## src/rtl/uart_key_if.sv

```systemverilog
// Bundle between the UART receiver/frame timer and the key decoder.
// The master drives bytes and ticks; the decoder (slave) drives the game controls.
interface uart_key_if;
  logic [7:0] rx_data;
  logic       rx_valid;
  logic       tick;
  logic [3:0] di;
  logic       serve;
  logic       paused;
  logic [7:0] last_key;

  modport master (
    output rx_data, rx_valid, tick,
    input  di, serve, paused, last_key
  );

  modport slave (
    input  rx_data, rx_valid, tick,
    output di, serve, paused, last_key
  );
endinterface

```

## src/rtl/uart_key_decoder.sv

```systemverilog
// Turns received ASCII bytes into paddle directions, a serve pulse and a pause level.
// UART keyboards send no release events, so each direction expires after HOLD_TICKS frame ticks.
module uart_key_decoder #(
  parameter int HOLD_TICKS = 6,
  parameter int CNT_W      = 4
) (
  input  logic     clk,
  input  logic     reset,
  uart_key_if.slave bus
);

  typedef enum logic [1:0] {
    ST_IDLE = 2'd0,
    ST_UP   = 2'd1,
    ST_DN   = 2'd2
  } paddle_state_t;

  localparam logic [CNT_W-1:0] HOLD_LOAD = CNT_W'(HOLD_TICKS);
  localparam logic [CNT_W-1:0] CNT_ONE   = CNT_W'(1);

  logic       paused_q, paused_d;
  logic       serve_q, serve_d;
  logic [3:0] di_q, di_d;
  logic [7:0] last_key_q, last_key_d;

  logic [1:0] up_key, dn_key;
  logic       is_space, is_p, is_paddle;
  logic       pause_enter;
  logic [1:0] is_up_d, is_dn_d;

  // Raw byte classification; paddle keys are indexed by player (0 = P1, 1 = P2).
  always_comb begin
    up_key    = 2'b00;
    dn_key    = 2'b00;
    is_space  = 1'b0;
    is_p      = 1'b0;
    case (bus.rx_data)
      8'h77, 8'h57: up_key[0] = 1'b1;
      8'h73, 8'h53: dn_key[0] = 1'b1;
      8'h69, 8'h49: up_key[1] = 1'b1;
      8'h6B, 8'h4B: dn_key[1] = 1'b1;
      8'h20:        is_space  = 1'b1;
      8'h70, 8'h50: is_p      = 1'b1;
      default: ;
    endcase
    // Only 'p' gets through while paused.
    if (!bus.rx_valid || paused_q) begin
      up_key   = 2'b00;
      dn_key   = 2'b00;
      is_space = 1'b0;
    end
    if (!bus.rx_valid) begin
      is_p = 1'b0;
    end
  end

  assign is_paddle   = |{up_key, dn_key};
  assign pause_enter = is_p && !paused_q;

  generate
    for (genvar gi = 0; gi < 2; gi++) begin : g_paddle
      paddle_state_t    state_q, state_d;
      logic [CNT_W-1:0] cnt_q, cnt_d;

      // A key load takes priority over a tick on the same clock for this paddle.
      always_comb begin
        state_d = state_q;
        cnt_d   = cnt_q;
        if (pause_enter) begin
          state_d = ST_IDLE;
          cnt_d   = '0;
        end else if (!paused_q) begin
          if (up_key[gi]) begin
            state_d = ST_UP;
            cnt_d   = HOLD_LOAD;
          end else if (dn_key[gi]) begin
            state_d = ST_DN;
            cnt_d   = HOLD_LOAD;
          end else if (bus.tick && state_q != ST_IDLE) begin
            if (cnt_q <= CNT_ONE) begin
              state_d = ST_IDLE;
              cnt_d   = '0;
            end else begin
              cnt_d = cnt_q - CNT_ONE;
            end
          end
        end
      end

      always_ff @(posedge clk or posedge reset) begin
        if (reset) begin
          state_q <= ST_IDLE;
          cnt_q   <= '0;
        end else begin
          state_q <= state_d;
          cnt_q   <= cnt_d;
        end
      end

      assign is_up_d[gi] = (state_d == ST_UP);
      assign is_dn_d[gi] = (state_d == ST_DN);
    end
  endgenerate

  always_comb begin
    di_d       = {is_dn_d[1], is_up_d[1], is_dn_d[0], is_up_d[0]};
    serve_d    = is_space;
    paused_d   = paused_q ^ is_p;
    last_key_d = last_key_q;
    if (is_p || is_space || is_paddle) begin
      last_key_d = bus.rx_data;
    end
  end

  always_ff @(posedge clk or posedge reset) begin
    if (reset) begin
      di_q       <= 4'b0000;
      serve_q    <= 1'b0;
      paused_q   <= 1'b0;
      last_key_q <= 8'h00;
    end else begin
      di_q       <= di_d;
      serve_q    <= serve_d;
      paused_q   <= paused_d;
      last_key_q <= last_key_d;
    end
  end

  assign bus.di       = di_q;
  assign bus.serve    = serve_q;
  assign bus.paused   = paused_q;
  assign bus.last_key = last_key_q;

endmodule

```

## src/flat_wrapper.sv

```systemverilog
// flat-port wrapper written by rule: the top's interface ports become plain ports
module uart_key_decoder_flat 
#(
  parameter int HOLD_TICKS = 6,
  parameter int CNT_W      = 4
)
  (clk, reset, bus_rx_data, bus_rx_valid, bus_tick, bus_di, bus_serve, bus_paused, bus_last_key);
  uart_key_if bus_i ();
  input  logic clk;
  input  logic reset;
  input wire logic [$bits(bus_i.rx_data)-1:0] bus_rx_data;
  input wire logic [$bits(bus_i.rx_valid)-1:0] bus_rx_valid;
  input wire logic [$bits(bus_i.tick)-1:0] bus_tick;
  output wire logic [$bits(bus_i.di)-1:0] bus_di;
  output wire logic [$bits(bus_i.serve)-1:0] bus_serve;
  output wire logic [$bits(bus_i.paused)-1:0] bus_paused;
  output wire logic [$bits(bus_i.last_key)-1:0] bus_last_key;
  assign bus_i.rx_data = bus_rx_data;
  assign bus_i.rx_valid = bus_rx_valid;
  assign bus_i.tick = bus_tick;
  assign bus_di = bus_i.di;
  assign bus_serve = bus_i.serve;
  assign bus_paused = bus_i.paused;
  assign bus_last_key = bus_i.last_key;
  uart_key_decoder #(.HOLD_TICKS(HOLD_TICKS), .CNT_W(CNT_W)) u_core (.clk(clk), .reset(reset), .bus(bus_i));
endmodule
```

## config.mk

```make
export PLATFORM = sky130hd
export DESIGN_NAME = uart_key_decoder_flat
export DESIGN_NICKNAME = d
export VERILOG_FILES = /design/src/rtl/uart_key_if.sv /design/src/rtl/uart_key_decoder.sv /design/src/flat_wrapper.sv
export SDC_FILE = /design/constraint.sdc
export NUM_CORES = 1
export LEC_CHECK = 0
export ABC_AREA = 1
export BUFFER_PORTS_ARGS = -buffer_cell sky130_fd_sc_hd__buf_2
export CORE_UTILIZATION = 40
export CTS_CLUSTER_DIAMETER = 200
export DETAILED_ROUTE_END_ITERATION = 16
export PLACE_DENSITY = 0.67
export SYNTH_ARGS = -nofsm -noshare
export SYNTH_HDL_FRONTEND = slang
export SYNTH_SLANG_ARGS = --single-unit
```

## constraint.sdc

```tcl
create_clock -name clk -period 1.8 [get_ports clk]
set_clock_uncertainty 0.15 [all_clocks]
set_input_delay 0.09 -clock clk [delete_from_list [all_inputs] [get_ports clk]]
set_output_delay 0.09 -clock clk [all_outputs]
set_load 0.01 [all_outputs]
```

==> results of run 1 <==
[sequential cells by signal, summed over array words and instances, names as in the netlist]
name                     flops
u_core.bus.serve             1
u_core.bus.last_key          8
u_core.g_paddle.state_q      4
u_core.bus.di                4
u_core.g_paddle.cnt_q        8
u_core.bus.paused            1
[final cells by class]
class                      count  area, µm²
clock buffer                   3      41.29
clock inverter                 1      30.03
fill                         371       1778
inverter                      31      116.4
multi-input combinational    159      827.0
sequential                    26      650.6
tap                           48      60.06
timing repair buffer          39      240.2
[kinds of logic (layout without fill, tap and decap cells)]
group	after synthesis	in the layout
xor gates and xnor gates	1	1
DFF	26	26
buffers and inverters	34	74
adders and majority gates	5	5
and+or+nand+nor	124	124
AOI/OAI and AO/OA	29	29
[per-stage QoR]
stage / instance area, µm² / util / power (µW) / hold WS (ns)
floorplan: 1605 / - / 1214 / -0.01998
global placement: 1834 / 0.4900 / 1375 / 0.01477
detailed placement: 1834 / 0.4900 / 1380 / 0.01577
CTS: 1946 / 0.5197 / 1871 / 0.02604
global route: 1966 / 0.5251 / 2032 / 0.05600
finish: 1966 / 0.5251 / 1887 / 0.01975
[how the worst min path moves through the flow]
stage	from	endpoint	cells after the start
5_1_grt	bus_rx_data[7]	u_core.bus.serve	4
4_1_cts	bus_rx_data[7]	u_core.bus.serve	4
2_1_floorplan	reset	u_core.bus.di[0]	1
6_report	bus_rx_data[7]	u_core.bus.serve	4
3_3_place_gp	reset	u_core.bus.di[2]	3
3_5_place_dp	reset	u_core.g_paddle[1].cnt_q[0]	3
[power breakdown]
part	switching [µW]	leakage, µW	internal (µW)
combinational	380	0.000757	268
sequential	61.6	0.000343	698
clock	182	0.0000357	298
total	624	0.00114	1260
[synth_stat cells, drive strengths merged]
master  count
inv        30
o21a        2
xor2        1
nand3b      1
nor3b       1
nand3      15
nand4       6
nor2       22
o21ai      16
ha          5
or2         1
clkinv      1
nor3        5
dfrtp      26
a21boi      1
buf         3
nand2      73
a21oi      10
[critical path, stage by stage, from the launching register on]
cell     delay [ns]
dfrtp_1        0.37
inv_1          0.09
ha_1           0.23
or2_2          0.32
nand3_2        0.09
nand2_1        0.05
nand2_1        0.07
nand2_1        0.06
nand2_1        0.07
nand2_1        0.04
nor2_1         0.08
[layer usage]
layer  track usage  vias to the layer above
li1              -                      780
met5             0                        -
met4       0.06522                        0
met3       0.01563                        5
met1        0.2486                      668
met2        0.2822                       25
[placed cells by master, fill, tap and decap left out, drive strengths merged]
cell type and instances:
a21boi 1, a21oi 10, buf 35, bufinv 1, clkbuf 3, clkinv 1, dfrtp 26, dlygate4sd3 4
ha 5, inv 30, nand2 73, nand3 15, nand3b 1, nand4 6, nor2 22, nor3 5
nor3b 1, o21a 2, o21ai 16, or2 1, xor2 1
[repair_timing]
item / 4_1_cts / 5_1_grt
hold buffers: 4 / 0
endpoints found under the setup margin: 0 / 7
endpoints found under the hold margin: 29 / 0
setup buffers: 0 / 1
gates resized for setup: 0 / 4
==> flow_metrics.tcl, run 1 <==
set metrics [dict create \
    drt_pass1_iterations 4 \
    slew_viol_final 0 \
    m1WireLength_um 1653 \
    vias 1478 \
    path_clk_slew_ns 0.09 \
    status "finished clean" \
    grt_max_degree 27 \
    core-area_um2 3744 \
    dp_cells 298 \
    cts_made_buffers 3 \
    slew_headroom 0.7775 \
    wire_per_inst_um 10.80 \
    maxUsedRoutingLayer "met4" \
    syn_to_final_growth_pct 22.45 \
    clock_latency_ns 0.27 \
    cp-start-kind "register" \
    startpoint "u_core.g_paddle[0].cnt_q[0]" \
    synthTopCellsByArea "dfrtp_1 41%, nand2_1 16%, inv_1 6.1%" \
    synth.avg_cell_area_um2 7.330 \
    fmax_ghz 0.5922 \
    dieArea_um2 4271 \
    gr-total-overflow 0 \
    cap_violations 0 \
    drtIter0Drc 84 \
    portBuffers 25 \
    place.gp.congestion 0.8396 \
    routed_wl_um 3317 \
    cts_tree "done" \
    min_period_ns 1.689 \
    antenna_cells 0 \
    wl_met3_um 81 \
    synth_xor_area_frac 0.005456 \
    ys_ff_latch 26 \
    synth_seq_area_share 0.4053 \
    grt_usage 0.1771 \
    worst-r2r-setup-slack_ns 0.11 \
    crit_fanout 4 \
    synth_top_cell_area_share 0.4053 \
    num-nets-final 277 \
    worstSetupEndpoint "u_core.bus.di[1]" \
    p_leak_uw 0.001136 \
    dp_hpwl_um 2559 \
    clk_path_buf_depth 2 \
    drive_above_1_share 0.2278 \
    grt_setup_unrepaired "false" \
    crit_required_ns 1.86 \
    hold_violations 0 \
    die_w_um 65.35 \
    cts-root-buf "clkbuf_8" \
    setup_viol 0 \
    r2r-start "u_core.g_paddle[0].cnt_q[0]" \
    synth.distinct_cells 27 \
    netlist_area_um2 1605 \
    grt_pass1_vias 1344 \
    synth_mux_area_frac 0 \
    r2r_end "u_core.bus.di[1]" \
    worst-setup-path-type "register to register" \
    worst_slew_pin_slew_ns 0.3338 \
    cp.arrival_ns 1.75 \
    dieHeight_um 65.35 \
    grt_pass1_wl_um 5851 \
    antenna_found_initial 0 \
    met2_length_um 1529 \
    power_density_nw_per_um2 959.9 \
    instances_no_fill 307 \
    cts.sinks 26 \
    ys_warn_count 0 \
    setup_slack_ns 0.1114 \
    start_util 0.4288 \
    finalCritPeriodShare 0.9381 \
    syn_nets 236 \
    max-vdd-ir-drop_v 0.0003333 \
    yosys.area_share.simple 0.3679 \
    h-tree-depth 1 \
    r2r_cells 10 \
    vias_per_cell 4.814 \
    tns_ns 0 \
    synth_area_leader_cell "dfrtp_1" \
    pin_count 26 \
    synth-compound-area-share 0.09509 \
    rows 22 \
    syn_inst 219 \
    synth_adder_area_share 0.03897 \
    synth_top_family_by_area "simple AND/OR/NAND/NOR gates" \
    timing.hold.worst.class "input port to register" \
    ant_nets 0 \
    post-place-ws_ns 0.02413 \
    drc_errors 0 \
    critPathCaptureType "register" \
]
No activity file was read; power rests on OpenSTA's default activity.
==> run 2, diff against run 1 <==
Settings changed: CELL_PAD_IN_SITES_DETAIL_PLACEMENT set to 1, CELL_PAD_IN_SITES_GLOBAL_PLACEMENT set to 1, PLACE_DENSITY 0.67 to 0.85.
==> flow_metrics.tcl, run 2 (synthesis gave the netlist of run 1 again) <==
set metrics [dict create \
    antenna_found_initial 0 \
    place_area_um2 1849 \
    post-place-ws_ns -0.02138 \
    num-nets-final 276 \
    timing.hold.ws_ns 0.008472 \
    power_density_nw_per_um2 959.8 \
    ant_nets 0 \
    final_area_um2 1939 \
    drt_pass1_iterations 4 \
    cp-start-kind "register" \
    crit_required_ns 1.83 \
    drive_above_1_share 0.2403 \
    drc_errors 0 \
    rows 22 \
    dp_cells 300 \
    instances_no_fill 306 \
    grt.met1_usage 0.2823 \
    place.gp.congestion 0.8508 \
    final_cell_mix "66 x nand2_1, 26 x dfrtp_1, 25 x inv_1, 25 x buf_2, 18 x nor2_1" \
    use_met3 0.02257 \
    dieHeight_um 65.35 \
    dieArea_um2 4271 \
    post_cts_buffers 0 \
    r2r-start "u_core.g_paddle[0].cnt_q[0]" \
    core-area_um2 3744 \
    final_common_cell "nand2_1" \
    cts_tree "done" \
    worst-setup-path-type "register to register" \
    p_total_uw 1861 \
    clk_path_buf_depth 2 \
    busiest_layer "met2" \
    critPathCaptureType "register" \
    n_fill_cell 518 \
    cts.sinks 26 \
    clock_latency_ns 0.28 \
    setup_viol 0 \
    cts_made_buffers 3 \
    grt_usage 0.2184 \
    vias_per_cell 5.059 \
    status "finished clean" \
    pin_count 26 \
    grt_use_met2 0.3763 \
    worstHoldStart "bus_rx_data[7]" \
    p_leak_uw 0.001124 \
    timing.hold.worst.class "input port to register" \
    cap_violations 0 \
    grt_pass1_vias 1540 \
    portBuffers 25 \
    start_util 0.4288 \
    setup_slack_ns 0.08282 \
    wire_per_inst_um 13.61 \
    slew_viol_final 0 \
    hold_violations 0 \
    cts-root-buf "clkbuf_8" \
    vias 1548 \
    crit_fanout 4 \
    max-vdd-ir-drop_v 0.0003452 \
    slew_headroom 0.7753 \
    startpoint "u_core.g_paddle[0].cnt_q[0]" \
    cp.arrival_ns 1.75 \
    syn_to_final_growth_pct 20.81 \
    multiInputGateArea_um2 829.5 \
    gr-total-overflow 0 \
    h-tree-depth 1 \
    fmax_ghz 0.5824 \
    min_period_ns 1.717 \
    path_clk_slew_ns 0.09 \
    worst-r2r-setup-slack_ns 0.08 \
    routed_wl_um 4166 \
    dp_hpwl_um 3258 \
    drtIter0Drc 51 \
    antenna_cells 0 \
    grt_max_degree 27 \
    register_area_um2 650.6 \
    grt_setup_unrepaired "false" \
    worst_slew_pin_slew_ns 0.3371 \
    grt_pass1_wl_um 7051 \
    die_w_um 65.35 \
    finalCritPeriodShare 0.9540 \
]
## run 2: repair_timing
| item | in CTS | in global routing |
|---|---|---|
| hold buffers | 2 | 0 |
| endpoints found under the setup margin | 0 | 5 |
| endpoints found under the hold margin | 27 | 0 |
| resized for setup | 0 | 6 |
## run 2: final timing paths
| check | endpoint | cells after the start |
|---|---|---|
| max | u_core.bus.di[0] | 9 |
| min | u_core.bus.serve | 4 |
| max reg2reg | u_core.bus.di[0] | 9 |
| min reg2reg | u_core.bus.last_key[3] | 2 |
| max in group asynchronous | u_core.g_paddle[1].cnt_q[3] | 4 |
| min in group asynchronous | u_core.bus.di[3] | 4 |
## run 2: where the power goes
| group | total [µW] | leakage [µW] | switching [µW] | internal, µW |
|---|---|---|---|---|
| logic | 701 | 0.000752 | 437 | 264 |
| clock network | 391 | 0.0000288 | 195 | 196 |
| registers | 769 | 0.000343 | 71.5 | 698 |
## run 2: cell type report
| class | instances | area share |
|---|---|---|
| multi-input combinational | 159 | 0.4277 |
| sequential | 26 | 0.3355 |
| timing repair buffer | 38 | 0.1174 |
| inverter | 31 | 0.06000 |
| tap | 48 | 0.03097 |
| clock buffer | 4 | 0.02839 |
## run 2: per-stage QoR
step             util  setup TNS (ns)
5_1_grt        0.5180               0
6_report       0.5180               0
2_1_floorplan       -               0
4_1_cts        0.5140               0
3_3_place_gp   0.4940               0
3_5_place_dp   0.4940        -0.04512
## run 2: worst max-delay path, cell delays in order, from the launching register on
cell and delay [ns]:
dfrtp_1 0.40, inv_2 0.08, ha_1 0.21, or2_2 0.34, nand3_2 0.09, nand2_1 0.05, nand2_1 0.07, nand3_1 0.08
nand2_1 0.10, nor2_1 0.04
## run 2: metal layers
metal / part of all wire / wire length (µm) / vias up
met5: 0 / 0 / -
met4: 0.015 / 63 / 0
met3: 0.012 / 52 / 5
met2: 0.50 / 2073 / 15
met1: 0.47 / 1976 / 754
li1: - / - / 774
==> run 3, diff against run 2 <==
Settings changed: GPL_ROUTABILITY_DRIVEN set to 0, SETUP_SLACK_MARGIN set to 0.3.
==> flow_metrics.tcl, run 3 (synthesis gave the netlist of run 1 again) <==
set metrics [dict create \
    max-vdd-ir-drop_v 0.0007556 \
    setup_viol 0 \
    tns_ns 0 \
    clk_path_buf_depth 2 \
    startpoint "u_core.g_paddle[0].cnt_q[0]" \
    grt_setup_unrepaired "true" \
    grt_pass1_vias 1812 \
    clock_latency_ns 0.28 \
    n_fill_cell 496 \
    gr-total-overflow 0 \
    cp-start-kind "register" \
    syn_to_final_growth_pct 39.44 \
    hold_violations 0 \
    cap_violations 0 \
    pin_count 26 \
    worst-r2r-setup-slack_ns 0.16 \
    instances_no_fill 318 \
    antenna_cells 0 \
    start_util 0.4288 \
    p_leak_uw 0.001214 \
    core-area_um2 3744 \
    rows 22 \
    timing.hold.worst.class "input port to register" \
    r2r-start "u_core.g_paddle[0].cnt_q[0]" \
    crit_required_ns 1.87 \
    drive_above_1_share 0.4037 \
    final_common_cell "nand2_1" \
    p_comb_frac 0.443 \
    dieArea_um2 4271 \
    internal-power_uw 1426 \
    cts-root-buf "clkbuf_8" \
    finalCritPeriodShare 0.9096 \
    seqPwrFrac 0.338 \
    vias 1702 \
    power_density_nw_per_um2 1047 \
    dieHeight_um 65.35 \
    switching_share 0.3915 \
    portBuffers 25 \
    slew_headroom 0.7291 \
    final_cell_mix "53 x nand2_1, 25 x buf_2, 24 x dfrtp_1" \
    wire_per_inst_um 18.25 \
    die_w_um 65.35 \
    worst-setup-path-type "register to register" \
    dp_cells 297 \
    status "finished clean" \
    drtIter0Drc 103 \
    worstHoldStart "bus_rx_data[7]" \
    grt_max_degree 27 \
    path_clk_slew_ns 0.10 \
    cp.arrival_ns 1.71 \
    cts_made_buffers 3 \
    critPathCaptureType "register" \
    vias_per_cell 5.352 \
    drc_errors 0 \
    worst_slew_pin_slew_ns 0.4064 \
    routed_wl_um 5803 \
    dp_hpwl_um 3287 \
    h-tree-depth 1 \
    fmax_ghz 0.6108 \
    drt_pass1_iterations 4 \
    num-nets-final 288 \
    cts.sinks 26 \
    ant_nets 0 \
    slew_viol_final 0 \
    cts_tree "done" \
    p_switching_uw 917.5 \
    crit_fanout 3 \
    grt_usage 0.2600 \
    p_clk_frac 0.219 \
    min_period_ns 1.637 \
    grt_pass1_wl_um 8404 \
    antenna_found_initial 0 \
]
==> run 3: changes by cell type in the layout (fill, tap and decap cells not counted), moves of 3 or more <==
cell,change
inv_4,+3
nand2_1,-13
nand2_4,+4
o21ai_2,+3
ha_1,-5
nand2_2,+8
o21ai_0,-3
buf_4,+11
ha_4,+3
inv_1,-6
==> run 3: final cells by class <==
| cell class | count | area, µm² | share of cell area |
|---|---|---|---|
| Tap cell | 48 | 60.06 | 0.02683 |
| Sequential cell | 26 | 653.1 | 0.2918 |
| Multi-Input combinational cell | 159 | 1001 | 0.4472 |
| Timing Repair Buffer | 50 | 320.3 | 0.1431 |
| Inverter | 31 | 132.6 | 0.05925 |
| Clock inverter | 1 | 30.03 | 0.01342 |
| Clock buffer | 3 | 41.29 | 0.01845 |
==> run 3: routing by layer <==
layer  wire (µm)  GRT usage
met1        2562     0.3253
met2        2935     0.4214
met3         165    0.04514
met4         140     0.1440
met5           0          0
==> run 3: what timing repair did <==
item,CTS,global route
hold buffers,3,0
buffers inserted,10,4
endpoints found under the setup margin,23,23
resized for setup,24,32
hold endpoints to repair,28,0
pin swaps,10,23
==> run 3: power by group through the flow <==
stage          clock network [µW]  registers (µW)  logic (µW)
6_report                      513             793        1040
5_1_grt                       530             802        1120
4_1_cts                       513             779         781
3_5_place_dp                    0             787         653
3_3_place_gp                    0             783         629
2_1_floorplan                   0             792         453
==> run 3: path summary, 6_finish.rpt <==
kind,endpoint,depth (start not counted)
worst max register to register,u_core.g_paddle[0].cnt_q[2],8
min in group asynchronous,u_core.g_paddle[1].cnt_q[3],4
worst min-delay path,u_core.bus.serve,4
max in group asynchronous,u_core.bus.paused,4
worst max-delay path,u_core.g_paddle[0].cnt_q[2],8
worst min register to register,u_core.bus.last_key[1],2
==> run 3: worst max-delay path, stage by stage, from the launching register on <==
cell	delay (ns)
dfrtp_1	0.42
inv_2	0.08
ha_4	0.16
buf_4	0.13
o21ai_0	0.07
o21ai_0	0.14
a21oi_1	0.24
nand2_2	0.10
o21ai_2	0.07
==> run 3: metrics by stage <==
step                      power [µW]  cell area, µm²  utilization  hold slack (ns)  setup WS (ns)
after floorplan                 1245            1625            -         -0.02005         0.2984
after global placement          1412            1844       0.4926          0.01443         0.1225
after detailed placement        1440            1844       0.4926          0.03010        0.01979
after CTS                       2073            2102       0.5615          0.03640         0.2696
after global routing            2456            2238       0.5979           0.1242        0.07954
final                           2344            2238       0.5979          0.07923         0.1628
